`config.mk`:
```
export PLATFORM = sky130hd
export DESIGN_NAME = display_page_scheduler
export DESIGN_NICKNAME = d
export VERILOG_FILES = /design/src/rtl/display_page_scheduler_pkg.sv /design/src/rtl/display_tick_gen.sv /design/src/rtl/display_page_scheduler.sv
export SDC_FILE = /design/constraint.sdc
export NUM_CORES = 1
export LEC_CHECK = 0
export BUFFER_PORTS_ARGS = -buffer_cell sky130_fd_sc_hd__buf_2
export CAP_MARGIN = 10
export CORE_MARGIN = 1
export CORE_UTILIZATION = 37
export CTS_CLUSTER_SIZE = 10
export DETAILED_ROUTE_END_ITERATION = 8
export HOLD_SLACK_MARGIN = 0.05
export SYNTH_ARGS = -nofsm -noshare
export SYNTH_HDL_FRONTEND = slang
export SYNTH_SLANG_ARGS = --single-unit
```
`constraint.sdc`:
```
create_clock -name clk -period 8.2 [get_ports clk]
set_input_delay 0.41 -clock clk [delete_from_list [all_inputs] [get_ports clk]]
set_output_delay 0.41 -clock clk [all_outputs]
set_load 0.01 [all_outputs]
```
`src/rtl/display_page_scheduler_pkg.sv`:
```
// Shared definitions for the display page scheduler.
//   state_t      : scheduler FSM state encoding
//   DEF_*        : default timing constants for a 50 MHz clk (1 kHz tick)
//   lowest_set() : index of the lowest set bit of a 4-bit request vector
package display_page_scheduler_pkg;

    typedef enum logic {
        ST_NORMAL   = 1'b0,
        ST_OVERRIDE = 1'b1
    } state_t;

    localparam int DEF_TICK_DIV   = 50000;
    localparam int DEF_HOLD_TICKS = 2000;
    localparam int DEF_OVR_TICKS  = 3000;
    localparam int PAGE_W         = 2;

    // Lowest index wins when several sources report a change together.
    function automatic logic [PAGE_W-1:0] lowest_set(input logic [3:0] req);
        logic [PAGE_W-1:0] idx;
        idx = '0;
        for (int i = 3; i >= 0; i--) begin
            if (req[i]) idx = PAGE_W'(i);
        end
        return idx;
    endfunction

endpackage

```
`src/rtl/display_tick_gen.sv`:
```
// Free-running tick generator.
//   clk   : system clock
//   reset : synchronous, active-high; clears the divider
//   tick  : one-cycle pulse every TICK_DIV clocks (when count == TICK_DIV-1)
module display_tick_gen #(
    parameter int TICK_DIV = 50000
) (
    input  logic clk,
    input  logic reset,
    output logic tick
);

    localparam int CW = (TICK_DIV > 1) ? $clog2(TICK_DIV) : 1;
    localparam logic [CW-1:0] LAST = CW'(TICK_DIV - 1);

    logic [CW-1:0] tick_cnt;

    always_ff @(posedge clk) begin
        if (reset)
            tick_cnt <= '0;
        else if (tick_cnt == LAST)
            tick_cnt <= '0;
        else
            tick_cnt <= tick_cnt + CW'(1);
    end

    assign tick = (tick_cnt == LAST);

endmodule

```
`src/rtl/display_page_scheduler.sv`:
```
// Shares one 4-digit display between N_SRC values by selecting a page and
// presenting a tick-synchronous snapshot of that source.
//   clk        : system clock
//   reset      : synchronous, active-high
//   src_data   : packed sources, page p = src_data[p*W +: W]
//   src_req    : 1-cycle pulse per source, "show me now" (override)
//   auto_en    : 1 = rotate pages every HOLD_TICKS ticks
//   step       : 1-cycle pulse, advance to next page (NORMAL only)
//   number     : snapshot of the selected source
//   page       : current page index
//   page_oh    : one-hot copy of page
//   ovr_active : high while an override page is shown
//
// state       | meaning
// ------------+-------------------------------------------------------
// ST_NORMAL   | auto rotation / step pulses select the page
// ST_OVERRIDE | requested page held for OVR_TICKS ticks, then saved_page
module display_page_scheduler
    import display_page_scheduler_pkg::*;
#(
    parameter int N_SRC      = 4,
    parameter int W          = 10,
    parameter int TICK_DIV   = DEF_TICK_DIV,
    parameter int HOLD_TICKS = DEF_HOLD_TICKS,
    parameter int OVR_TICKS  = DEF_OVR_TICKS
) (
    input  logic               clk,
    input  logic               reset,
    input  logic [N_SRC*W-1:0] src_data,
    input  logic [N_SRC-1:0]   src_req,
    input  logic               auto_en,
    input  logic               step,
    output logic [W-1:0]       number,
    output logic [1:0]         page,
    output logic [N_SRC-1:0]   page_oh,
    output logic               ovr_active
);

    localparam int HW = (HOLD_TICKS > 1) ? $clog2(HOLD_TICKS) : 1;
    localparam int OW = (OVR_TICKS > 1) ? $clog2(OVR_TICKS) : 1;
    localparam logic [HW-1:0] HOLD_LAST = HW'(HOLD_TICKS - 1);
    localparam logic [OW-1:0] OVR_LAST  = OW'(OVR_TICKS - 1);
    localparam logic [1:0]    PAGE_LAST = 2'(N_SRC - 1);

    logic          tick;
    state_t        state, state_next;
    logic [1:0]    page_q, page_next, page_inc;
    logic [1:0]    saved_page, saved_next;
    logic [HW-1:0] hold_cnt, hold_next;
    logic [OW-1:0] ovr_cnt, ovr_next;
    logic [W-1:0]  number_q;
    logic [N_SRC-1:0] page_oh_q, page_oh_d;
    logic          ovr_q, ovr_d;
    logic          snap_load;

    display_tick_gen #(.TICK_DIV(TICK_DIV)) u_tick (
        .clk   (clk),
        .reset (reset),
        .tick  (tick)
    );

    assign page_inc = (page_q == PAGE_LAST) ? 2'd0 : page_q + 2'd1;

    // State and datapath registers
    always_ff @(posedge clk) begin
        if (reset) begin
            state      <= ST_NORMAL;
            page_q     <= '0;
            saved_page <= '0;
            hold_cnt   <= '0;
            ovr_cnt    <= '0;
            number_q   <= '0;
            page_oh_q  <= N_SRC'(1);
            ovr_q      <= 1'b0;
        end else begin
            state      <= state_next;
            page_q     <= page_next;
            saved_page <= saved_next;
            hold_cnt   <= hold_next;
            ovr_cnt    <= ovr_next;
            page_oh_q  <= page_oh_d;
            ovr_q      <= ovr_d;
            if (snap_load)
                number_q <= src_data[int'(page_next)*W +: W];
        end
    end

    // Next state; priority src_req > expiry > step > rotation
    always_comb begin
        state_next = state;
        page_next  = page_q;
        saved_next = saved_page;
        hold_next  = hold_cnt;
        ovr_next   = ovr_cnt;
        if (|src_req) begin
            // A restart inside OVERRIDE keeps the page we came from.
            if (state == ST_NORMAL) saved_next = page_q;
            page_next  = lowest_set(4'(src_req));
            ovr_next   = '0;
            state_next = ST_OVERRIDE;
        end else if (state == ST_OVERRIDE) begin
            if (tick) begin
                if (ovr_cnt == OVR_LAST) begin
                    page_next  = saved_page;
                    hold_next  = '0;
                    state_next = ST_NORMAL;
                end else begin
                    ovr_next = ovr_cnt + OW'(1);
                end
            end
        end else if (step) begin
            page_next = page_inc;
            hold_next = '0;
        end else if (!auto_en) begin
            hold_next = '0;
        end else if (tick) begin
            if (hold_cnt == HOLD_LAST) begin
                page_next = page_inc;
                hold_next = '0;
            end else begin
                hold_next = hold_cnt + HW'(1);
            end
        end
    end

    // Output decode, registered alongside page
    always_comb begin
        snap_load = tick || (page_next != page_q);
        page_oh_d = N_SRC'(1) << page_next;
        ovr_d     = (state_next == ST_OVERRIDE);
    end

    assign number     = number_q;
    assign page       = page_q;
    assign page_oh    = page_oh_q;
    assign ovr_active = ovr_q;

endmodule

```
After elaboration in Yosys (flattened, before gate mapping):

Cells that the tools add are included.

* add/subtract/negate cells: 4
* multipliers: 1
* eq/ne operators: 8
* shift-type cells: 2
* muxes and demuxes: 24
* bitwise gates (word level): 3
* reductions and logical operators: 7

Operators by type and width (count)
* 11-bit two-way mux: 7
* 40-bit by 7-bit indexed part select with 10-bit output: 1
* 2-bit two-way mux: 13
* 16-bit by 1-bit adder with 16-bit output (second input constant): 1
* 16-bit == test (second input constant): 1
* 12-bit by 1-bit adder with 12-bit output (second input constant): 1
* 12-bit == test (second input constant): 1
* 11-bit by 1-bit adder with 11-bit output (second input constant): 1
* 11-bit == test (second input constant): 1
* 2-bit by 3-bit multiplier with 5-bit output (second input constant): 1
* 5-bit OR reduction: 1
* 1-bit two-way mux: 4
* 4-bit AND reduction: 1
* 4-bit OR reduction: 1
* 1-bit by 2-bit << shifter with 4-bit output (first input constant): 1
* 3-bit by 1-bit inequality test with 1-bit output (second input constant): 1
* 1-bit inverter: 3
* 3-bit AND reduction: 1
* 2-bit by 1-bit adder with 2-bit output (second input constant): 1
* 2-bit == test (second input constant): 1
* 2-bit by 1-bit inequality test with 1-bit output (second input constant): 1
* 2-bit inequality test: 1
* 2-bit inequality test (second input constant): 1
* 2-bit AND reduction: 1
* other kinds (2): 2

* register bits: 58
* output and inout port bits: 17
* word-level logic and storage cells: 57

Logic depth before layout (Yosys ltp):

Gate-level depths: netlist (run 1).

* word-level depth: 10
* gate-level depth with buffers: 10
* gate-level depth less buffers: 8

Modules after synthesis:

Synthesis (run 1) repeated with hierarchy kept, for this count alone.

* cell total of the unflattened synthesis: 321
* area, all modules: 2951.6 sq um

By module, submodules not included
* display_page_scheduler: instances 1, cells an instance 240, area an instance 2240.9 sq um
* display_tick_gen: instances 1, cells an instance 81, area an instance 710.7 sq um

Worst setup path after synthesis (run 1):

No wires, ideal clock.

* kind: register -> register
* start point: register u_tick.tick_cnt[0]
* end point: register number_q[0] (netlist: number[0])
* library setup time: 136 ps
* arrival: 2578 ps
* slack: 5486 ps
* stages on the path, launching flop included: 11
* buffers on the path: 2
* clock period less this slack: 2714 ps
* cell sequence: dfxtp_1 ha_1 clkbuf_1 nand3_1 or4_4 o211a_1 o21a_1 a21o_1 buf_6 a221oi_1 o32ai_1

* longest elaborated chain between the ends: 8
* elaborated cells on any way between the ends: 11
* those cells by class: 1 x mul; 2 x eq/ne; 1 x shift; 6 x mux; 1 x reduce/logical

RTL lines
* start, declared: line display_tick_gen.sv:16 `logic [CW-1:0] tick_cnt;`
* start signal, assigned: line display_tick_gen.sv:24 `tick_cnt <= tick_cnt + CW'(1);`
* 16-bit == test (*): line display_tick_gen.sv:27 `assign tick = (tick_cnt == LAST);`
* 2-bit two-way mux: line display_page_scheduler.sv:116 `end else if (tick) begin`
* 2-bit two-way mux: line display_page_scheduler.sv:114 `end else if (!auto_en) begin`
* 2-bit two-way mux: line display_page_scheduler.sv:111 `end else if (step) begin`
* 2-bit two-way mux: line display_page_scheduler.sv:101 `end else if (state == ST_OVERRIDE) begin`
* 2-bit two-way mux: line display_page_scheduler.sv:95 `if (|src_req) begin`
* 2-bit by 3-bit multiplier with 5-bit output or 2-bit inequality test (tied branches): line display_page_scheduler.sv:84, display_page_scheduler.sv:128
* 40-bit by 7-bit indexed part select with 10-bit output or 1-bit logical OR (tied branches): line display_page_scheduler.sv:84, display_page_scheduler.sv:128
* end signal, assigned: line display_page_scheduler.sv:84 `number_q <= src_data[int'(page_next)*W +: W];`
* end, declared: line display_page_scheduler.sv:51 `logic [W-1:0] number_q;`

Every way passes the cells marked *; elsewhere a longest branch is shown, timed or not.
A chain may end at the register's enable or synchronous reset.

Final worst setup path (run 1):

* start point: register u_tick.tick_cnt[4]
* end point: register number_q[4] (netlist: number[4])

Same word-level chain as after synthesis.

==> results of run 1 <==
[cell type report]
| class | count | area, µm² | area share |
|---|---|---|---|
| Multi-Input combinational cell | 260 | 1720 | 0.474 |
| Sequential cell | 58 | 1160 | 0.320 |
| Timing Repair Buffer | 65 | 328 | 0.0903 |
| Clock buffer | 12 | 165 | 0.0455 |
| Tap cell | 102 | 128 | 0.0351 |
| Inverter | 28 | 105 | 0.0289 |
| Clock inverter | 4 | 25.0 | 0.00689 |
[through the flow]
step / cells / hold WS, ns / cell area (µm²)
2_1_floorplan: 365 / 0.413 / 3090
3_3_place_gp: 512 / 0.428 / 3430
3_5_place_dp: 512 / 0.437 / 3430
4_1_cts: 528 / 0.402 / 3620
5_1_grt: 529 / 0.428 / 3630
6_report: 529 / 0.419 / 3630
[per-layer routing]
metal	global-route usage	wire length, µm	vias up
met3	0.0480	431	18
met2	0.283	3350	75
met1	0.228	3470	1299
li1	-	-	1443
met5	0	0	-
met4	0.0885	168	0
[critical path, delay by kind of cell (launching register included)]
| family | cells | cell delay [ns] |
|---|---|---|
| AOI/OAI and AO/OA | 5 | 2.32 |
| DFF | 1 | 0.35 |
| and+or+nand+nor | 2 | 0.93 |
[kinds of logic (layout without fill, tap and decap cells)]
group           count (synthesis)  in the layout  share of synthesized area
xor+xnor                       30             30                     0.0851
fa+ha+maj                       4              4                     0.0162
simple gates                  142            142                      0.248
compound gates                 83             83                      0.205
flops                          58             58                      0.376
buf+inv                        47            109                     0.0669
mux                             1              1                    0.00324
[power groups by stage]
stage	logic, mW	clock network [mW]	registers, mW
after floorplan	0.0468	0	0.307
after global placement	0.0758	0	0.306
after detailed placement	0.0762	0	0.306
after CTS	0.0766	0.256	0.299
after global routing	0.0856	0.268	0.301
final	0.0766	0.249	0.299
[synth_stat cells (3+ instances only)]
master / instances
xnor2_1: 16
o21ai_0: 9
nor3_1: 6
xor2_1: 14
a221oi_1: 9
inv_1: 28
or3_1: 5
and2b_1: 9
and3_1: 4
a21o_1: 3
nand2_1: 19
nor2_1: 47
ha_1: 4
dfxtp_1: 58
a221oi_2: 3
nand3_1: 15
nand4_1: 11
o32ai_1: 10
buf_4: 3
clkbuf_1: 11
a211oi_1: 20
nor4_1: 7
a21oi_1: 14
[path summary, 6_finish.rpt]
path,cells past startpoint,slack [ns],endpoint
setup / recovery,7,4.49,number[4]
hold / removal,2,0.42,u_tick.tick_cnt[2]
setup reg to reg,7,4.49,number[4]
hold reg to reg,1,0.45,u_tick.tick_cnt[0]
[sequential cells by signal, summed over array words and instances, names as in the netlist]
register and cells:
hold_cnt 11, number 10, ovr_active 1, ovr_cnt 12, page 2, page_oh 4, saved_page 2, u_tick.tick_cnt 16
==> metrics.md, run 1 <==
| Metric | Value |
|---|---|
| Run status | completed |
| Final hold vios | 0 |
| Post-cts repair resize count | 0 |
| Number of levels the H-tree was split into | 3 |
| Setup TNS after final layout | 0 ns |
| Average detailed-routed wire length per instance | 14.0 µm |
| Pint | 458 µW |
| Net Sw Frac | 0.267 |
| Origin of the critical flop-to-flop path | u_tick.tick_cnt[4] |
| Power, Total | 625 µW |
| Most frequent cells in the layout | 64 x buf_2, 58 x dfxtp_1, 47 x nor2_1, 28 x inv_1, 20 x a211oi_1 |
| Initial antenna violation count | 0 |
| Grt total ovfl | 0 |
| Number of synthesis warnings | 0 |
| Synth Net Count | 417 |
| Row cnt | 32 |
| Ratio of cells with drive above 1 in the final layout | 0.213 |
| Antenna-violating nets left | 0 |
| First-pass GRT wire length | 12400 µm |
| Largest fanout of any net on the critical path | 21 |
| Root Driver | clkbuf_8 |
| P_sw | 167 µW |
| Max rail drop VDD | 101 µV |
| Clock latency at the later pin of the worst-skew pair | 0.33 ns |
| Post-DR vias/cell | 5.36 |
| WS Path Type | reg2reg |
| Unrepaired setup endpoints after global routing | no |
| Count of routing violations after the opening detailed-route iteration | 106 |
| Longest individual stage delay on the worst path | 0.95 ns |
| Synthesized instance count | 365 |
| Flop pwr share | 0.479 |
| Sequential fraction of the synthesis area | 0.376 |
| Die width | 93.4 µm |
| Clock tree from TritonCTS | built |
| Worst setup startpoint | u_tick.tick_cnt[4] |
| Post-synthesis cell type with the largest combined area | dfxtp_1 |
| Max Clock Freq | 269 MHz |
| Count of flip-flops with a built-in enable after synthesis | 0 |
| Number of distinct library cells after synthesis | 55 |
| Arrival time at the worst endpoint | 3.96 ns |
| Final Cycle Share | 0.453 |
| Final setup viols | 0 |
| Number of design rule violations left after detail routing | 0 |
| Initial standard-cell utilization of the core | 0.391 |
| Area growth from synthesis to layout | 17.6% |
| Nets | 474 |
| Number of sinks handled by clock tree synthesis | 58 |
| Mean cell area of the mapped netlist | 8.46 µm² |
| Ordered list of cells on the worst path | or4_4 > nor4_2 > a21oi_1 > o41ai_2 > a21o_1 > a221oi_1 > o32ai_1 |
| Number of buffers inserted to repair setup after CTS | 0 |
| Final slew viol count | 0 |
| Floorplan die area | 8720 µm² |
| Area share of the largest cell type after synthesis | 0.376 |
| Ratio of total power to cell area | 172 nW/µm² |
| Clock transition at path regs | 0.07 ns |
| Total of fill cells in the finished design | 779 |
| Leakage power | 1.37 nW |
| Diodes inserted | 0 |
| Number of buffers on the longest clock path | 2 |
| Most frequent standard cell in the layout excluding fill and tap cells | buf_2 |
| Endpoint kind of the worst setup timing path | register |
| Quantity of I/O buffers inserted on ports | 64 |
| Global-route total usage across every layer | 0.180 |
| Slew Limit Headroom | 0.216 |
| Count of state elements after synthesis | 58 |
| Routed Wire Length | 7430 µm |
| Cell Area, Synth | 3090 µm² |
| CTS Hold Buffers Added | 0 |
| Class of the most critical hold timing path | in2reg |
| Logic pwr share | 0.123 |
| Final worst path period need | 3.71 ns |
| Cell with the biggest individual delay on the critical path | o41ai_2 |
| Setup WS pre-CTS | 4.47 ns |
| Startpoint type of the worst setup path | register |
| Total CTS buffers | 9 |
| Part of the total power dissipated in the clock network | 0.398 |
| Share of the core filled with cells in the final layout | 0.461 |
| Final WS setup | 4.49 ns |
| Cells taking the most area after synthesis | dfxtp_1 38%, nor2_1 5.7%, a211oi_1 4.9%, xnor2_1 4.5%, xor2_1 4.0% |
| Max-cap viol count | 0 |
| Synth async-reset ratio | 0 |
| Routability congestion estimate | 0.798 |
| Floorplan Core Area | 7890 µm² |
| Pin count of the biggest net entering global routing | 23 |
| Top flip-flop cell by instance count after synthesis | dfxtp_1 |
| Detailed-routing iteration count for the pre-antenna-repair pass | 4 |
| Worst Path Required | 8.44 ns |
| Least-Margin Pin Slew | 1.16 ns |
| Hpwl dp | 5270 µm |
| DR vias | 2835 |
| Worst clock skew | 0.00539 ns |
| Hold wc startpoint | reset |
| Vias in the first global route | 2685 |
| Chip Height | 93.4 µm |
| Count of pins on the block boundary | 65 |
(Power assumes the default switching activity.)
==> run 2: changes to the inputs <==
==> constraint.sdc (replaced) <==
create_clock -name clk -period 3.37 [get_ports clk]
set_input_delay 0.1685 -clock clk [delete_from_list [all_inputs] [get_ports clk]]
set_output_delay 0.1685 -clock clk [all_outputs]
set_load 0.01 [all_outputs]
==> metrics.md, run 2 (synthesis gave the netlist of run 1 again) <==
| Metric | Value |
|---|---|
| Unrepaired setup endpoints after global routing | no |
| Clock tree from TritonCTS | built |
| Number of sinks handled by clock tree synthesis | 58 |
| Number of buffers inserted to repair setup after CTS | 0 |
| Run status | completed |
| Number of buffers on the longest clock path | 2 |
| Hpwl dp | 5270 µm |
| Average detailed-routed wire length per instance | 13.9 µm |
| Initial antenna violation count | 0 |
| Pin count of the biggest net entering global routing | 22 |
| Flop2flop setup slack | 0.44 ns |
| Endpoint kind of the worst setup timing path | register |
| Antenna-violating nets left | 0 |
| Slew Limit Headroom | 0.605 |
| Row cnt | 32 |
| Hold wc startpoint | reset |
| DR vias | 2819 |
| Registers with the most flip-flops | u_tick.tick_cnt x16, ovr_cnt x12, hold_cnt x11 |
| Ratio of total power to cell area | 442 nW/µm² |
| Clock transition at path regs | 0.06 ns |
| WS Path Type | reg2reg |
| Grt total ovfl | 0 |
| Worst Path Required | 3.60 ns |
| Number of design rule violations left after detail routing | 0 |
| Floorplan die area | 8720 µm² |
| Routed Wire Length | 7440 µm |
| CTS Hold Buffers Added | 0 |
| Initial standard-cell utilization of the core | 0.391 |
| Startpoint type of the worst setup path | register |
| Ratio of cells with drive above 1 in the final layout | 0.218 |
| Arrival time at the worst endpoint | 3.17 ns |
| Detailed-routing iteration count for the pre-antenna-repair pass | 4 |
| Root Driver | clkbuf_8 |
| Number of flip-flops under the largest register name | 16 |
| P_sw | 389 µW |
| Final slew viol count | 0 |
| Final worst path period need | 2.93 ns |
| Largest fanout of any net on the critical path | 13 |
| Area of placed instances | 3490 µm² |
| Global-route total usage across every layer | 0.179 |
| Area growth from synthesis to layout | 20.0% |
| First-pass GRT wire length | 12400 µm |
| Final hold vios | 0 |
| Global Route met2 Usage | 0.276 |
| Floorplan Core Area | 7890 µm² |
| Most flops, register | u_tick.tick_cnt |
| Quantity of I/O buffers inserted on ports | 64 |
| Setup TNS after final layout | 0 ns |
| Least-Margin Pin Slew | 0.593 ns |
| Routability congestion estimate | 0.820 |
| Fraction of met1 tracks used by global routing | 0.238 |
| Net Sw Frac | 0.237 |
| Logic pwr share | 0.118 |
| Share of the core filled with cells in the final layout | 0.470 |
| Most used routing layer in global routing | met2 |
| Critical R2R Capture | number[0] |
| Most frequent standard cell in the layout excluding fill and tap cells | buf_2 |
| Number of levels the H-tree was split into | 3 |
| Post-cts repair resize count | 0 |
| Count of routing violations after the opening detailed-route iteration | 136 |
| Die width | 93.4 µm |
| Nets | 480 |
| Met3 track utilization from global routing | 0.0569 |
| Total CTS buffers | 9 |
| Logic depth of the worst register-to-register path | 8 |
| Max-cap viol count | 0 |
| Chip Height | 93.4 µm |
| Leakage power | 1.42 nW |
| Max rail drop VDD | 207 µV |
| Area of all placed cells without fillers | 3710 µm² |
| Total of fill cells in the finished design | 779 |
| Max Clock Freq | 341 MHz |
| Final setup viols | 0 |
| Class of the most critical hold timing path | in2reg |
| Vias in the first global route | 2587 |
| Origin of the critical flop-to-flop path | u_tick.tick_cnt[0] |
| Clock latency at the later pin of the worst-skew pair | 0.33 ns |
| Most frequent cells in the layout | 64 x buf_2, 58 x dfxtp_1, 47 x nor2_1, 28 x inv_1, 20 x a211oi_1 |
| Instance count along the most critical hold path | 2 |
| Post-DR vias/cell | 5.28 |
| Part of the total power dissipated in the clock network | 0.437 |
| Final Cycle Share | 0.870 |
| Worst clock skew | 0.00587 ns |
| Flop pwr share | 0.445 |
| Hold endpoint | saved_page[0] |
| Pint | 1.25 mW |
| Diodes inserted | 0 |
| Count of pins on the block boundary | 65 |
## run 2: changes by cell type in the layout (fill, tap and decap cells not counted)
cell,previous run,this run
buf_4,1,7
bufinv_16,0,2
clkbuf_1,0,2
clkbuf_8,12,11
clkinv_2,2,0
clkinvlp_4,2,0
## run 2: metal layers
metal | vias to the layer above | wire (µm)
met5 | - | 0
met4 | 0 | 70
met3 | 7 | 372
met2 | 60 | 3410
met1 | 1309 | 3590
li1 | 1443 | -
## run 2: worst max path at each step
stage           endpoint               start  slack [ns]
6_report       number[0]  u_tick.tick_cnt[0]        0.44
5_1_grt        number[4]  u_tick.tick_cnt[0]        0.27
4_1_cts        number[0]  u_tick.tick_cnt[0]        0.44
3_5_place_dp   number[8]  u_tick.tick_cnt[0]        0.47
3_3_place_gp   number[4]  u_tick.tick_cnt[0]        0.49
2_1_floorplan  number[0]  u_tick.tick_cnt[0]        0.66
## run 2: worst max-delay path, stage by stage, from the launching register on
cell	delay (ns)
dfxtp_1	0.34
ha_1	0.32
nand3_1	0.22
or4_4	0.63
o21ai_0	0.18
a21o_1	0.20
and2_1	0.53
a221oi_1	0.10
o32ai_1	0.31
## run 2: through the flow
step | total power [mW] | hold slack [ns] | std cells | worst slack (ns)
after floorplan | 0.862 | 0.374 | 365 | 0.656
after global placement | 0.934 | 0.425 | 519 | 0.495
after detailed placement | 0.936 | 0.437 | 519 | 0.467
after CTS | 1.66 | 0.146 | 534 | 0.445
after global routing | 1.71 | 0.169 | 534 | 0.268
final | 1.64 | 0.170 | 534 | 0.438
## run 2: area by class of cell
| type | count | area [µm²] | share of cell area |
|---|---|---|---|
| Clock buffer | 13 | 159 | 0.0429 |
| Clock inverter | 2 | 60.1 | 0.0162 |
| Inverter | 28 | 105 | 0.0284 |
| Multi-Input combinational cell | 260 | 1720 | 0.464 |
| Sequential cell | 58 | 1160 | 0.313 |
| Tap cell | 102 | 128 | 0.0344 |
| Timing Repair Buffer | 71 | 373 | 0.101 |
## run 2: power groups by stage
stage	Combinational [mW]	Clock, mW	Sequential (mW)
5_1_grt	0.213	0.768	0.732
6_report	0.192	0.716	0.728
3_3_place_gp	0.190	0	0.743
2_1_floorplan	0.114	0	0.748
3_5_place_dp	0.192	0	0.744
4_1_cts	0.193	0.744	0.728
